===== src/rtl/univ_shift_reg.sv =====
// Parametrised universal shift register: hold, shift right/left, parallel load,
// with a remaining-bit counter and done pulse. Optional rotate: UNIV_SHIFT_REG_ROTATE_EN.
module univ_shift_reg #(
  parameter  int W  = 4,
  localparam int CW = $clog2(W + 1)
) (
  input  logic          clk,
  input  logic          rst,
  input  logic          en,
  input  logic [1:0]    mode,
  input  logic [W-1:0]  pi,
  input  logic          sir,
  input  logic          sil,
`ifdef UNIV_SHIFT_REG_ROTATE_EN
  input  logic          rot,
`endif
  output logic [W-1:0]  po,
  output logic          sor,
  output logic          sol,
  output logic [CW-1:0] cnt,
  output logic          done
);

  localparam logic [1:0] MODE_HOLD  = 2'b00;
  localparam logic [1:0] MODE_RIGHT = 2'b01;
  localparam logic [1:0] MODE_LEFT  = 2'b10;
  localparam logic [1:0] MODE_LOAD  = 2'b11;

  logic [W-1:0]  po_q, po_d;
  logic [CW-1:0] cnt_q, cnt_d;
  logic          done_q, done_d;
  logic          ins_right, ins_left;

  // Bits entering the word on each shift direction; rotate recirculates the outgoing bit.
`ifdef UNIV_SHIFT_REG_ROTATE_EN
  assign ins_right = rot ? po_q[0]   : sir;
  assign ins_left  = rot ? po_q[W-1] : sil;
`else
  assign ins_right = sir;
  assign ins_left  = sil;
`endif

  always_comb begin
    po_d   = po_q;
    cnt_d  = cnt_q;
    done_d = 1'b0;
    if (en) begin
      case (mode)
        MODE_HOLD: begin
          po_d = po_q;
        end
        MODE_RIGHT, MODE_LEFT: begin
          if (mode == MODE_RIGHT) begin
            po_d = {ins_right, po_q[W-1:1]};
          end else begin
            po_d = {po_q[W-2:0], ins_left};
          end
          // Counter saturates at zero; done fires only on the 1 -> 0 transition.
          if (cnt_q != '0) begin
            cnt_d  = cnt_q - CW'(1);
            done_d = (cnt_q == CW'(1));
          end
        end
        MODE_LOAD: begin
          po_d  = pi;
          cnt_d = CW'(W);
        end
        default: begin
          po_d = po_q;
        end
      endcase
    end
  end

  always_ff @(posedge clk) begin
    if (rst) begin
      po_q   <= '0;
      cnt_q  <= '0;
      done_q <= 1'b0;
    end else begin
      po_q   <= po_d;
      cnt_q  <= cnt_d;
      done_q <= done_d;
    end
  end

  assign po   = po_q;
  assign cnt  = cnt_q;
  assign done = done_q;
  assign sor  = po_q[0];
  assign sol  = po_q[W-1];

endmodule


===== config.mk =====
export PLATFORM = sky130hd
export DESIGN_NAME = univ_shift_reg
export DESIGN_NICKNAME = d
export VERILOG_FILES = /design/src/rtl/univ_shift_reg.sv
export SDC_FILE = /design/constraint.sdc
export NUM_CORES = 1
export LEC_CHECK = 0
export CAP_MARGIN = 20
export CORE_AREA = 2 2 39 41
export DETAILED_ROUTE_END_ITERATION = 10
export DIE_AREA = 0 0 41 43
export GPL_ROUTABILITY_DRIVEN = 0
export GPL_TIMING_DRIVEN = 0
export HOLD_SLACK_MARGIN = 0.06
export PLACE_DENSITY = 0.86
export SETUP_SLACK_MARGIN = 0.05
export SYNTH_ARGS = -nofsm -noshare
export SYNTH_HDL_FRONTEND = slang
export SYNTH_SLANG_ARGS = --single-unit

===== constraint.sdc =====
create_clock -name clk -period 2.65 [get_ports clk]
set_clock_uncertainty 0.2 [all_clocks]
set_input_delay 0.3975 -clock clk [delete_from_list [all_inputs] [get_ports clk]]
set_output_delay 0.3975 -clock clk [all_outputs]
set_load 0.01 [all_outputs]

==> out/results.ini, run 1 <==
[power_and_ir_drop]
power_frac_seq_pct=40.1
powerDensity_nw_per_um2=427
intPower_uw=244
leakage_nw=0.324
netSwitchingPower_uw=98.1
p_clk_share_pct=26.9
p_comb_share_pct=33.0
power_switching_share_pct=28.7
ir_drop_mv=0.279

[sta]
hold_viol_final=0
timing.fmax_ghz=0.516
setup_viol=0
fin_ws_ns=0.711
tightest_slew_ns=0.327
rsz0062_at_grt=false
final.setup.tns_ns=0
finalCritPeriodShare_pct=73.2
slew_headroom_pct=78.0
slew_viol_final=0
period_minus_slack_ns=1.94

[worst_hold_path]
holdCritPathClass=in2reg
worstHoldStart=rst

[floorplanning]
initial_core_util_pct=41.0
die_h_um=43
top_level_ports=21
num_rows=14
fp.dieW_um=41
core_um2=1380
fp.dieArea_um2=1760

[final_layout]
fillers=123
layout.cells.non_filler=99
fin_util_pct=57.9
mostFrequentLayoutCells=clkdlybuf4s50_1 (19), dfxtp_1 (8), ha_1 (6), inv_1 (5), a21oi_1 (5)
final_cell_area_um2=801
final_common_cell=clkdlybuf4s50_1
drive_gt1_share_pct=13.3
nNetsFinal=102
area_growth_pct=41.0
n_antenna_cell=0

[detailed_routing]
antenna_left=0
vias_per_cell=5.23
num_vias=518
drc=0
drt-initial-drc-count=8
totalWireLength_um=1210
first_pass_iters=4
wl_per_cell_um=12.2

[critical_path]
crit_type=in2reg
crit_start=mode[0]
crit_fanout=5
worstPathRequired_ns=2.59
crit_path_end_kind=register
crit_family=buffers and inverters
path_cells=clkdlybuf4s50_1 > inv_1 > ha_1 > o21ai_1 > nand3b_1 > o31ai_2
cp-start-kind=input port
cp_data_arrival_time_ns=1.88
path_buf_inv=2
cp_slowest_cell=clkdlybuf4s50_1
cpPeakStageDelay_ns=0.51
reg2reg_from=cnt[0]$_SDFFE_PP0P_

[clocking]
ctsHoldBuffers=0
numCtsBuffers=3
post_cts_buffers=0
worstSkewPairLatency_ns=0.25
path_clk_slew_ns=0.05
clock_sinks=8
ctsRootBufferMaster=clkbuf_4
post_cts_resize_count=0
cts_tree=done
clockBufferDepth=2
cts_htree_levels=1

[placement]
io_buffers=19
placed_area_um2=778
hpwl_um=960
place_ws_ns=0.462
dp_cells=96

[synth]
synth-simple-area-share_pct=22.5
synthMuxAreaShare_pct=7.93
syn-mean-instance-area_um2=9.31
synthesis.area_um2=568
netlist_instances=61
synth_seq_cells=8
synth_compound_area_share_pct=19.4
synth-adder-area-share_pct=13.2
seq_area_frac_synth_pct=28.2
ys_types=21
yosys_warnings=0
synth_nets=78
synthXorXnorAreaFrac_pct=0
synth_top_family_by_area=simple AND/OR/NAND/NOR gates

[global_route]
antenna_found_initial=0
grt_max_degree=11
grt_pass1_vias=508
grt_usage_pct=16.2
grt_pass1_wl_um=1930
overflow=0

[run]
cap_violations=0

[run_status]
status=complete, no violations

## stage by stage
step           total power [mW]  hold WS (ns)
2_1_floorplan             0.206         0.294
3_3_place_gp              0.249         0.274
3_5_place_dp              0.253         0.286
4_1_cts                   0.345         0.252
5_1_grt                   0.365         0.269
6_report                  0.342         0.251
## layer usage
layer | vias up | wire (µm) | track usage [%]
met3 | 4 | 73 | 6.28
met2 | 18 | 624 | 26.9
met5 | - | 0 | 0
li1 | 258 | - | -
met4 | 0 | 21 | 8.00
met1 | 238 | 490 | 16.6
## power by group through the flow
stage / combinational, mW / clock [mW] / sequential, mW
2_1_floorplan: 0.0635 / 0 / 0.142
3_3_place_gp: 0.110 / 0 / 0.139
3_5_place_dp: 0.113 / 0 / 0.140
4_1_cts: 0.113 / 0.0943 / 0.137
5_1_grt: 0.124 / 0.102 / 0.138
6_report: 0.113 / 0.0919 / 0.137
## final timing paths
check / end / slack, ns / depth (start not counted)
setup / recovery: cnt[1]$_SDFFE_PP0P_ / 0.71 / 6
hold / removal: cnt[2]$_SDFFE_PP0P_ / 0.25 / 2
setup reg to reg: cnt[2]$_SDFFE_PP0P_ / 1.21 / 5
hold reg to reg: po[2]$_SDFFE_PP0P_ / 0.29 / 2
## final cells by class
| cell class | instances | area [µm²] | share of cell area, % |
|---|---|---|---|
| multi-input combinational | 44 | 358 | 44.7 |
| timing repair buffer | 19 | 190 | 23.7 |
| sequential | 8 | 160 | 20.0 |
| buffer | 4 | 31.3 | 3.91 |
| clock buffer | 3 | 22.5 | 2.81 |
| tap | 16 | 20.0 | 2.50 |
| inverter | 5 | 18.8 | 2.34 |
## synth_stat cells
cell type | count | area [µm²]
a211oi_2 | 1 | 12.5
a21o_1 | 1 | 7.51
a21oi_1 | 5 | 25.0
and2b_1 | 1 | 7.51
buf_2 | 1 | 5.00
buf_4 | 2 | 15.0
buf_6 | 1 | 11.3
dfxtp_1 | 8 | 160
ha_1 | 6 | 75.1
inv_1 | 5 | 18.8
mux2_1 | 4 | 45.0
nand2_1 | 4 | 15.0
nand2b_1 | 1 | 6.26
nand3b_1 | 3 | 22.5
nand4b_1 | 2 | 17.5
nor2b_4 | 1 | 13.8
nor3_1 | 3 | 15.0
o211ai_1 | 4 | 30.0
o21ai_1 | 2 | 10.0
o31ai_2 | 2 | 25.0
or2b_1 | 4 | 30.0
## state kept, by name, summed over array words and instances (netlist names)
name  flops
cnt       3
done      1
po        4
## cells by family (layout without fill, tap and decap cells)
family,count (synthesis),count (layout)
AOI/OAI and AO/OA,15,15
adders and majority gates,6,6
buffers and inverters,9,31
DFF,8,8
muxes,4,4
and+or+nand+nor,19,19
Note: power is estimated with default switching activity, not from simulation.
==> inputs of run 2 (changes only) <==
--- a/config.mk
+++ b/config.mk
@@ -6,13 +6,12 @@
 export NUM_CORES = 1
 export LEC_CHECK = 0
 export CAP_MARGIN = 20
-export CORE_AREA = 2 2 39 41
+export CORE_UTILIZATION = 38
 export DETAILED_ROUTE_END_ITERATION = 10
-export DIE_AREA = 0 0 41 43
 export GPL_ROUTABILITY_DRIVEN = 0
 export GPL_TIMING_DRIVEN = 0
 export HOLD_SLACK_MARGIN = 0.06
-export PLACE_DENSITY = 0.86
+export PLACE_DENSITY = 0.82
 export SETUP_SLACK_MARGIN = 0.05
 export SYNTH_ARGS = -nofsm -noshare
 export SYNTH_HDL_FRONTEND = slang
==> constraint.sdc (replaced) <==
create_clock -name clk -period 1.6 [get_ports clk]
set_clock_uncertainty 0.2 [all_clocks]
set_input_delay 0.24 -clock clk [delete_from_list [all_inputs] [get_ports clk]]
set_output_delay 0.24 -clock clk [all_outputs]
set_load 0.01 [all_outputs]
==> run 2 against run 1 <==
Net effect:
- core utilization is 3.2 points higher
- clock power is 69% higher
- final cell count down 1.0%
- highest routed layer is now met3
- critical path depth unchanged
- clock-buffer cell count stayed put
- die area down 6.2%
- wire length down 5.1%
- sequential share of layout area hardly changed
- first-iteration DRC count shrank 50%
- sequential power is 66% higher
- combinational power increased by 61%
==> out/results.ini, run 2 (synthesized netlist as in run 1, its figures left out) <==
[global_route]
grt_usage_pct=16.9  ; was 16.2%
grt_busiest_layer=met2  ; unchanged
antenna_found_initial=0  ; unchanged
grt_pass1_vias=436  ; was 508
grt_max_degree=11  ; unchanged
overflow=0  ; unchanged
grt_use_met2_pct=27.8  ; was 26.9%
grtUsageMet3_pct=6.52  ; was 6.28%
grt_pass1_wl_um=1790  ; was 1930 µm
grt_use_met1_pct=19.3  ; was 16.6%

[final_layout]
fin_util_pct=61.1  ; was 57.9%
n_antenna_cell=0  ; unchanged
largest_register_ffs=4  ; unchanged
final_common_cell=dlygate4sd2_1  ; was clkdlybuf4s50_1
final_cell_area_um2=825  ; was 801 µm²
mostFrequentLayoutCells=dlygate4sd2_1 (11), clkdlybuf4s50_1 (7), a21oi_1 (5)  ; was clkdlybuf4s50_1 (19), dfxtp_1 (8), ha_1 (6), inv_1 (5), a21oi_1 (5)
drive_gt1_share_pct=24.1  ; was 13.3%
area_growth_pct=45.2  ; was 41.0%
layout.cells.non_filler=98  ; was 99
nNetsFinal=102  ; unchanged

[critical_path]
cp-start-kind=input port  ; unchanged
r2r_end=cnt[0]$_SDFFE_PP0P_  ; was cnt[2]$_SDFFE_PP0P_
path_cells=dlygate4sd2_1 > inv_1 > ha_4 > nand3b_1 > nor2b_4 > o31ai_2  ; was clkdlybuf4s50_1 > inv_1 > ha_1 > o21ai_1 > nand3b_1 > o31ai_2
crit_fanout=5  ; unchanged
r2r_slack_ns=0.21  ; was 1.21 ns
crit_family=buffers and inverters  ; unchanged
cp_data_arrival_time_ns=1.41  ; was 1.88 ns
worstPathRequired_ns=1.57  ; was 2.59 ns
crit_path_end_kind=register  ; unchanged
path_buf_inv=2  ; unchanged
cpPeakStageDelay_ns=0.30  ; was 0.51 ns
reg2reg_from=cnt[1]$_SDFFE_PP0P_  ; was cnt[0]$_SDFFE_PP0P_
cp_slowest_cell=dlygate4sd2_1  ; was clkdlybuf4s50_1
crit_type=in2reg  ; unchanged
reg2reg_depth=5  ; unchanged

[clocking]
clock_sinks=8  ; unchanged
clockBufferDepth=2  ; unchanged
worstSkewPairLatency_ns=0.25  ; about the same
numCtsBuffers=3  ; unchanged
ctsHoldBuffers=0  ; unchanged
cts_htree_levels=1  ; unchanged
ctsRootBufferMaster=clkbuf_4  ; unchanged
path_clk_slew_ns=0.05  ; about the same
cts_tree=done  ; unchanged
post_cts_resize_count=20  ; was 0
post_cts_buffers=0  ; unchanged

[sta]
period_minus_slack_ns=1.44
slew_viol_final=0  ; unchanged
setup_viol=0  ; unchanged
hold_viol_final=0  ; unchanged
fin_ws_ns=0.157  ; was 0.711 ns
fin_hold_ws_ns=0.0755  ; was 0.251 ns
rsz0062_at_grt=false  ; unchanged
finalCritPeriodShare_pct=90.2
timing.fmax_ghz=0.693
tightest_slew_ns=0.227  ; was 0.327 ns
slew_headroom_pct=84.8  ; was 78.0%

[power_and_ir_drop]
powerDensity_nw_per_um2=685  ; was 427 nW/µm²
leakage_nw=0.383  ; was 0.324 nW
ir_drop_mv=0.356  ; was 0.279 mV

[detailed_routing]
vias_per_cell=5.04  ; was 5.23
wl_per_cell_um=11.7  ; was 12.2 µm
totalWireLength_um=1150  ; was 1210 µm
antenna_left=0  ; unchanged
num_vias=494  ; was 518
drt-initial-drc-count=4  ; was 8
first_pass_iters=4  ; unchanged
drc=0  ; unchanged

[floorplanning]
core_um2=1350  ; was 1380 µm²
top_level_ports=21  ; unchanged
fp.dieArea_um2=1650  ; was 1760 µm²
initial_core_util_pct=42.1  ; was 41.0%
num_rows=13  ; was 14
die_h_um=40.7  ; was 43 µm
fp.dieW_um=40.7  ; was 41 µm

[placement]
hpwl_um=875  ; was 960 µm
place_ws_ns=-0.447  ; was 0.462 ns
dp_cells=95  ; was 96
io_buffers=19  ; unchanged
placed_area_um2=777  ; was 778 µm²

[worst_hold_path]
hold_end=cnt[2]$_SDFFE_PP0P_  ; unchanged
holdCritPathClass=in2reg  ; unchanged
whs_path_depth=2  ; unchanged
worstHoldStart=rst  ; unchanged

[run]
cap_violations=0  ; unchanged

[run_status]
status=complete, no violations  ; unchanged

run 2: where the power goes:
group,total (mW),internal (mW),switching (mW),leakage [nW]
clock,0.155,0.0859,0.0691,0.0138
sequential,0.228,0.216,0.0128,0.0670
combinational,0.182,0.0971,0.0848,0.302
total,0.565,0.398,0.167,0.383
run 2: metal layers:
metal / wire length [µm] / vias to the layer above
li1: - / 257
met1: 511 / 219
met2: 566 / 18
met3: 70 / 0
met4: 0 / 0
met5: 0 / -
run 2: stage by stage:
stage / TNS [ns] / power (mW)
5_1_grt: 0 / 0.611
6_report: 0 / 0.565
4_1_cts: 0 / 0.575
3_5_place_dp: -2.64 / 0.416
3_3_place_gp: -2.48 / 0.412
2_1_floorplan: 0 / 0.341
run 2: how the worst max path moves through the flow:
stage	from	endpoint	slack, ns	cells past startpoint
floorplan	cnt[0]$_SDFFE_PP0P_	cnt[2]$_SDFFE_PP0P_	0.20	5
global placement	mode[0]	cnt[1]$_SDFFE_PP0P_	-0.40	6
detailed placement	mode[0]	cnt[0]$_SDFFE_PP0P_	-0.45	6
CTS	done$_SDFF_PP0_	done	0.05	1
global route	cnt[1]$_SDFFE_PP0P_	cnt[0]$_SDFFE_PP0P_	0.09	5
finish	mode[0]	cnt[0]$_SDFFE_PP0P_	0.16	6
run 2: layout make-up:
class	instances	area (µm²)
buffer	4	31.3
clock buffer	3	22.5
fill	131	526
inverter	5	18.8
multi-input combinational	44	389
sequential	8	165
tap	15	18.8
timing repair buffer	19	179
